`config.mk`:
```
export PLATFORM = sky130hd
export DESIGN_NAME = bitstream_serializer_flat
export DESIGN_NICKNAME = d
export VERILOG_FILES = /design/src/rtl/bitstream_serializer_if.sv /design/src/rtl/bitstream_serializer.sv /design/src/flat_wrapper.sv
export SDC_FILE = /design/constraint.sdc
export NUM_CORES = 1
export LEC_CHECK = 0
export CAP_MARGIN = 20
export CORE_UTILIZATION = 45
export CTS_BUF_LIST = sky130_fd_sc_hd__clkbuf_16
export DETAILED_ROUTE_END_ITERATION = 8
export PLACE_DENSITY = 0.76
export SYNTH_ARGS = -nofsm -noshare
export SYNTH_HDL_FRONTEND = slang
export SYNTH_SLANG_ARGS = --single-unit
export TNS_END_PERCENT = 20
```
`constraint.sdc`:
```
create_clock -name clk -period 2.2 [get_ports clk]
set_input_delay 0.66 -clock clk [delete_from_list [all_inputs] [get_ports clk]]
set_output_delay 0.66 -clock clk [all_outputs]
set_load 0.01 [all_outputs]
```
`src/rtl/bitstream_serializer_if.sv`:
```
// Configuration-stream link bundle between a loader/harness and the serializer.
// Ports: CfgIn/CfgLoad/TxPause/BitstreamLoaded in, serial data/valid and status out.
// slave = serializer side, master = loader/harness side.
interface bitstream_serializer_if #(
  parameter int CFG_SIZE = 64
);
  logic [CFG_SIZE-1:0] CfgIn;
  logic                CfgLoad;
  logic                TxPause;
  logic                BitstreamLoaded;
  logic                BitStreamSerialOut;
  logic                BitStreamValid;
  logic                Busy;
  logic                TxDone;
  logic                TxError;

  modport slave (
    input  CfgIn, CfgLoad, TxPause, BitstreamLoaded,
    output BitStreamSerialOut, BitStreamValid, Busy, TxDone, TxError
  );

  modport master (
    output CfgIn, CfgLoad, TxPause, BitstreamLoaded,
    input  BitStreamSerialOut, BitStreamValid, Busy, TxDone, TxError
  );
endinterface

```
`src/rtl/bitstream_serializer.sv`:
```
// Purpose: encrypt a parallel FRU configuration word and shift it out MSB-first, then await the FRU load ack.
// Latency: first serial bit valid 1 cycle after CfgLoad; one bit per unpaused cycle; ack seen 3 cycles after BitstreamLoaded rises.
// Backpressure: TxPause stalls the shifter (Valid low, no bit consumed); CfgLoad ignored while Busy.
// Ports: clk, rst (sync, active-high); bus.slave carries CfgIn/CfgLoad/TxPause/BitstreamLoaded in and
//        BitStreamSerialOut/BitStreamValid/Busy/TxDone/TxError out.
module bitstream_serializer #(
  parameter int          CFG_SIZE    = 64,
  parameter logic [31:0] ENCRYPT_KEY = 32'hDEAD_BEEF,
  parameter bit          ENCRYPT_EN  = 1'b1,
  parameter int          ACK_TIMEOUT = 64
) (
  input  logic                   clk,
  input  logic                   rst,
  bitstream_serializer_if.slave  bus
);

  localparam int CW = $clog2(CFG_SIZE + 1);
  // A zero timeout still needs a 1-bit counter to keep the declarations legal.
  localparam int TW = (ACK_TIMEOUT > 0) ? $clog2(ACK_TIMEOUT + 1) : 1;
  localparam logic [CW-1:0] BITS_LOAD = CW'(CFG_SIZE);
  localparam logic [CW-1:0] BITS_LAST = CW'(1);
  localparam logic [TW-1:0] T_LAST    = (ACK_TIMEOUT > 0) ? TW'(ACK_TIMEOUT - 1) : '0;

  typedef enum logic [2:0] {
    S_IDLE,
    S_SHIFT,
    S_WAIT_ACK,
    S_DONE,
    S_ERROR
  } state_t;

  state_t              state_q;
  logic [CFG_SIZE-1:0] shreg_q;
  logic [CW-1:0]       bitcnt_q;
  logic [TW-1:0]       tcnt_q;
  logic                ack_s1_q;
  logic                ack_s2_q;
  logic                ack_dly_q;
  logic                done_q;
  logic                err_q;

  logic [CFG_SIZE-1:0] enc_d;
  logic                shift_en;
  logic                ack_rise;

  // Key repeats every 32 bits starting at bit 0, matching the FRU decryptor.
  always_comb begin
    enc_d = bus.CfgIn;
    if (ENCRYPT_EN) begin
      for (int i = 0; i < CFG_SIZE; i++) begin
        enc_d[i] = bus.CfgIn[i] ^ ENCRYPT_KEY[i % 32];
      end
    end
  end

  assign shift_en = (state_q == S_SHIFT) && !bus.TxPause;
  // Only a fresh rising edge counts, so a level left high by a previous load is not an ack.
  assign ack_rise = ack_s2_q & ~ack_dly_q;

  assign bus.BitStreamValid     = shift_en;
  assign bus.BitStreamSerialOut = shreg_q[CFG_SIZE-1] & shift_en;
  assign bus.Busy               = (state_q == S_SHIFT) || (state_q == S_WAIT_ACK);
  assign bus.TxDone             = done_q;
  assign bus.TxError            = err_q;

  always_ff @(posedge clk) begin
    if (rst) begin
      state_q   <= S_IDLE;
      shreg_q   <= '0;
      bitcnt_q  <= '0;
      tcnt_q    <= '0;
      ack_s1_q  <= 1'b0;
      ack_s2_q  <= 1'b0;
      ack_dly_q <= 1'b0;
      done_q    <= 1'b0;
      err_q     <= 1'b0;
    end else begin
      // BitstreamLoaded comes from the FRU domain: two-flop synchronizer plus an edge-detect flop.
      ack_s1_q  <= bus.BitstreamLoaded;
      ack_s2_q  <= ack_s1_q;
      ack_dly_q <= ack_s2_q;

      case (state_q)
        S_IDLE, S_DONE, S_ERROR: begin
          if (bus.CfgLoad) begin
            shreg_q  <= enc_d;
            bitcnt_q <= BITS_LOAD;
            done_q   <= 1'b0;
            err_q    <= 1'b0;
            state_q  <= S_SHIFT;
          end
        end

        S_SHIFT: begin
          if (!bus.TxPause) begin
            shreg_q  <= shreg_q << 1;
            bitcnt_q <= bitcnt_q - 1'b1;
            // Leave SHIFT on the edge that consumes the last bit so Valid never overruns.
            if (bitcnt_q == BITS_LAST) begin
              tcnt_q <= '0;
              if (ACK_TIMEOUT == 0) begin
                done_q  <= 1'b1;
                state_q <= S_DONE;
              end else begin
                state_q <= S_WAIT_ACK;
              end
            end
          end
        end

        S_WAIT_ACK: begin
          tcnt_q <= tcnt_q + 1'b1;
          // An ack on the final timeout cycle still counts as success.
          if (ack_rise) begin
            done_q  <= 1'b1;
            state_q <= S_DONE;
          end else if (tcnt_q == T_LAST) begin
            err_q   <= 1'b1;
            state_q <= S_ERROR;
          end
        end

        default: state_q <= S_IDLE;
      endcase
    end
  end

endmodule

```
`src/flat_wrapper.sv`:
```
// flat-port wrapper written by rule: the top's interface ports become plain ports
module bitstream_serializer_flat 
#(
  parameter int          CFG_SIZE    = 64,
  parameter logic [31:0] ENCRYPT_KEY = 32'hDEAD_BEEF,
  parameter bit          ENCRYPT_EN  = 1'b1,
  parameter int          ACK_TIMEOUT = 64
)
  (clk, rst, bus_CfgIn, bus_CfgLoad, bus_TxPause, bus_BitstreamLoaded, bus_BitStreamSerialOut, bus_BitStreamValid, bus_Busy, bus_TxDone, bus_TxError);
  bitstream_serializer_if #(.CFG_SIZE(CFG_SIZE)) bus_i ();
  input  logic clk;
  input  logic rst;
  input wire logic [$bits(bus_i.CfgIn)-1:0] bus_CfgIn;
  input wire logic [$bits(bus_i.CfgLoad)-1:0] bus_CfgLoad;
  input wire logic [$bits(bus_i.TxPause)-1:0] bus_TxPause;
  input wire logic [$bits(bus_i.BitstreamLoaded)-1:0] bus_BitstreamLoaded;
  output wire logic [$bits(bus_i.BitStreamSerialOut)-1:0] bus_BitStreamSerialOut;
  output wire logic [$bits(bus_i.BitStreamValid)-1:0] bus_BitStreamValid;
  output wire logic [$bits(bus_i.Busy)-1:0] bus_Busy;
  output wire logic [$bits(bus_i.TxDone)-1:0] bus_TxDone;
  output wire logic [$bits(bus_i.TxError)-1:0] bus_TxError;
  assign bus_i.CfgIn = bus_CfgIn;
  assign bus_i.CfgLoad = bus_CfgLoad;
  assign bus_i.TxPause = bus_TxPause;
  assign bus_i.BitstreamLoaded = bus_BitstreamLoaded;
  assign bus_BitStreamSerialOut = bus_i.BitStreamSerialOut;
  assign bus_BitStreamValid = bus_i.BitStreamValid;
  assign bus_Busy = bus_i.Busy;
  assign bus_TxDone = bus_i.TxDone;
  assign bus_TxError = bus_i.TxError;
  bitstream_serializer #(.CFG_SIZE(CFG_SIZE), .ENCRYPT_KEY(ENCRYPT_KEY), .ENCRYPT_EN(ENCRYPT_EN), .ACK_TIMEOUT(ACK_TIMEOUT)) u_core (.clk(clk), .rst(rst), .bus(bus_i));
endmodule
```
==> flow_results.org <==
** Die
- Starting density of the core :: 46.69%
- In this run the count of I/O pins placed on the die edge is 74.
- Placement row count :: 33
- Core Box Area :: 0.008217 mm2
- Die area :: 0.008898 mm2
- Die extent in x :: 94.33 um
- Die boundary height :: 94.33 um

** Yosys
- Mapped Nets :: 562
- Most frequent cell after synthesis :: sky130_fd_sc_hd__nand2_1
- The biggest area contributor in the post-synthesis netlist is sky130_fd_sc_hd__dfxtp_1.
- Mapped Area :: 0.003836 mm2
- Yosys warning total :: 0
- Synthesis inferred 86 register bits.
- Share of the synthesized area in the top cell type :: 44.88%
- Number of library cell types mapped by synthesis :: 40
- In the synthesized netlist the dominant register cell turns out to be sky130_fd_sc_hd__dfxtp_1.
- Sequential share of the synthesized area :: 44.88%
- After synthesis, the cell types taking the most area are sky130_fd_sc_hd__dfxtp_1 (45%), sky130_fd_sc_hd__nand2_1 (14%), sky130_fd_sc_hd__o211ai_1 (9.4%).
- Synthesis produced a netlist whose cell count is 490.
- Synth Area per Inst :: about 7.8 um2
- Most instantiated cells after synthesis :: sky130_fd_sc_hd__nand2_1 (138), sky130_fd_sc_hd__dfxtp_1 (86), sky130_fd_sc_hd__a21oi_1 (62)
- Number of flops mapped to enable cells by yosys :: 0
- Asr flop ratio synth :: 0%

** Pwr
- Across the VDD grid, the largest voltage drop is 0.0005004 V.
- Power per unit of standard cell area :: slightly above 800 mW/mm2
- Leakage Power :: around 1.9 nW

** Global routing
- Summed over all layers, the global routing overflow is 0.
- Pin count of the biggest net entering global routing :: between 100 and 150
- First-pass GRT wire length :: 14.81 mm
- For this run, the total global-route usage over all layers was measured as 21.01%.
- The initial antenna violation count came to 0.
- Via count of the first global-routing pass :: between 3000 and 4000

** Layout
- Cells with a size suffix above 1 make up 8.602% of the layout.
- The area growth from synthesis to layout is 30.46%.
- Total area of multi-input combinational cells :: a little under 0.002 mm2
- Across the whole layout, storage elements account for roughly 0.0017 mm2.
- Area of all placed cells without fillers :: 0.005005 mm2
- The final layout contains about 630 nets.
- 0 antenna diodes ended up in the layout.
- Counting the fill cells in the layout gives 731.

** Status
- The run finished with clean final reports.

** STA
- The smallest clock period supported by the final layout is computed as 2.115 ns.
- Share of the clock period used by the worst path :: around 96%
- Setup repair after global routing missed its margin :: no
- For the pin with the worst max-slew slack, the measured transition is approximately 0.46 ns.
- Timing would allow up to 0.4728 GHz.
- Setup violations remaining at the end of the flow were counted as 0.
- Worst Skew :: ~0.0046 ns
- Final slew viol count :: 0
- Slew Limit Headroom :: 69.25%
- The final number of hold-violating endpoints was 0.
- Final worst setup slack :: 0.08511 ns
- Summed over all failing endpoints, the final setup total negative slack is 0 ns.

** Setup path
- Counting both buffers and inverters, the worst setup path holds a total of 3.
- CP required :: 1.54 ns
- Cell type with the highest occurrence count on the critical path :: sky130_fd_sc_hd__dlygate4sd2_1
- Slowest stage cell on the critical path :: sky130_fd_sc_hd__dlygate4sd2_1
- Startpoint-to-endpoint class of the critical path :: in -> out
- The worst setup path is captured at an output pin.
- Arrival time of the worst setup path :: approximately 1.5 ns
- Top fanout value on the critical path :: 2
- The largest single stage delay on the critical path is 0.26 ns.
- Critical path startpoint category :: input port
- Crit path cell chain :: dlygate4sd2_1 -> nor2_2 -> nand2_1 -> inv_1 -> dlygate4sd2_1
- Grouping stages by cell kind, the critical path spends the most delay in buffers and inverters.

** Detailed routing
- The first routing iteration left 129 violations.
- Residual antenna-violating net count after detailed routing :: 0
- The first detailed-routing pass ran for 4 iterations.
- Via count :: 3582
- Dividing the detail-routed via count by the number of cells gives 5.403.
- Wirelength, routed :: 9.084 mm
- Routed wire per std cell :: around 14 um
- In the routed design, unresolved DRC markers number 0.

** Clock tree
- TritonCTS built the clock tree.
- Buffer type at the clock tree root :: sky130_fd_sc_hd__clkbuf_16
- The H-tree was split into 3 levels.
- For this design, the CTS-stage hold fixing added 0 buffers.
- CTS saw 86 sinks.
- Post-CTS Setup Bufs :: 0
- Clock insertion delay at the later pin of the skew report :: 0.33 ns
- Bufs on Longest Clock Path :: 2
- After clock tree synthesis, the clock-pin slew on the worst setup and hold paths is about 0.060 ns.
- Total CTS buffers :: 9

** Placement
- Once placement finished, the instance area stood at between 0.004 and 0.005 mm2.
- At the end of routability-driven placement, the weighted congestion stood at 0.8165.
- Summed over all nets, the half-perimeter wirelength after detailed placement is 5.789 mm.
- The count of buffers added on input and output ports is 73.
- Before CTS, the worst setup slack after placement is -0.4718 ns.

** Flow run
- Max-cap violations :: 0

** Hold path
- Hold WC Path Type :: reg -> reg
==> flip-flops by register name, summed over array words and instances (netlist names) <==
signal and count:
u_core.state_q 3, u_core.bus.TxDone 1, u_core.bus.TxError 1, u_core.shreg_q 64, u_core.ack_s2_q 1, u_core.tcnt_q 7, u_core.ack_dly_q 1, u_core.bitcnt_q 7
u_core.ack_s1_q 1
==> per-layer routing <==
layer | up-vias | routed length [um] | track usage (%)
li1 | 1844 | - | -
met1 | 1647 | 4281 | 26.80
met2 | 77 | 4328 | 35.27
met3 | 14 | 338 | 3.221
met4 | 0 | 135 | 8.718
met5 | - | 0 | 0
==> worst reg2reg max path: cells and delay by family, from the launching register on <==
family | cells | cell delay [ns]
DFF | 1 | 0.36
and+or+nand+nor | 2 | 0.39
buffers and inverters | 1 | 0.25
AOI/OAI and AO/OA | 3 | 0.72
==> stage by stage <==
step / power (mW) / utilization [%] / std cells / hold slack (ns)
global route: 4.367 / 60.91 / 663 / 0.4636
floorplan: 2.389 / - / 490 / 0.4138
detailed placement: 2.706 / 57.39 / 647 / 0.4281
finish: 4.153 / 60.91 / 663 / 0.4371
CTS: 4.185 / 60.91 / 663 / 0.4422
global placement: 2.670 / 57.39 / 647 / 0.4349
==> cells by family (layout without fill, tap and decap cells) <==
family | count (synthesis) | count (layout) | synth area share (%)
XOR/XNOR | 2 | 2 | 0.4567
multiplexers | 1 | 1 | 0.2609
adder cells (fa/ha/maj) | 3 | 3 | 0.9786
AND/OR/NAND/NOR | 201 | 201 | 21.92
buffers and inverters | 48 | 116 | 5.512
flip-flops | 86 | 86 | 44.88
AO/OA/AOI/OAI | 149 | 149 | 26.00
==> layout by cell type (no fill, tap or decap), types with 4 or more instances in the layout <==
cell type	instances
sky130_fd_sc_hd__nand2_1	138
sky130_fd_sc_hd__dfxtp_1	86
sky130_fd_sc_hd__clkdlybuf4s50_1	68
sky130_fd_sc_hd__a21oi_1	61
sky130_fd_sc_hd__o211ai_1	48
sky130_fd_sc_hd__nor2_1	34
sky130_fd_sc_hd__a311oi_1	18
sky130_fd_sc_hd__buf_4	17
sky130_fd_sc_hd__clkbuf_16	9
sky130_fd_sc_hd__inv_1	8
sky130_fd_sc_hd__o21ai_0	6
sky130_fd_sc_hd__nor2b_1	5
sky130_fd_sc_hd__nand3_1	4
sky130_fd_sc_hd__nor3_1	4
==> final timing paths <==
path                                        start                 end  slack [ns]  depth (start not counted)
worst min register to register    u_core.ack_s1_q     u_core.ack_s2_q        0.44                          1
worst min-delay path              u_core.ack_s1_q     u_core.ack_s2_q        0.44                          1
worst max register to register  u_core.state_q[0]  u_core.shreg_q[61]        0.37                          6
worst max-delay path                  bus_TxPause  bus_BitStreamValid        0.09                          5
==> where the power goes <==
group | internal [mW] | total, mW | switching [mW] | leakage (nW)
Combinational | 0.385 | 0.859 | 0.475 | 1.01
Sequential | 1.72 | 1.81 | 0.0904 | 0.707
Clock | 0.871 | 1.48 | 0.607 | 0.140
==> layout make-up <==
type                            instances  share of cell area (%)
Inverter                                7                  0.5250
Clock buffer                            9                   4.500
Clock inverter                          7                   1.325
Tap cell                              105                   2.625
Multi-Input combinational cell        356                   38.55
Timing Repair Buffer                   93                   18.08
Sequential cell                        86                   34.40
==> timing repair <==
item / 4_1_cts / 5_1_grt
pin swaps: 0 / 0
hold endpoints to repair: 0 / 0
resized for setup: 5 / 3
setup endpoints to repair: 65 / 36
Note: power is estimated with default switching activity, not from simulation.
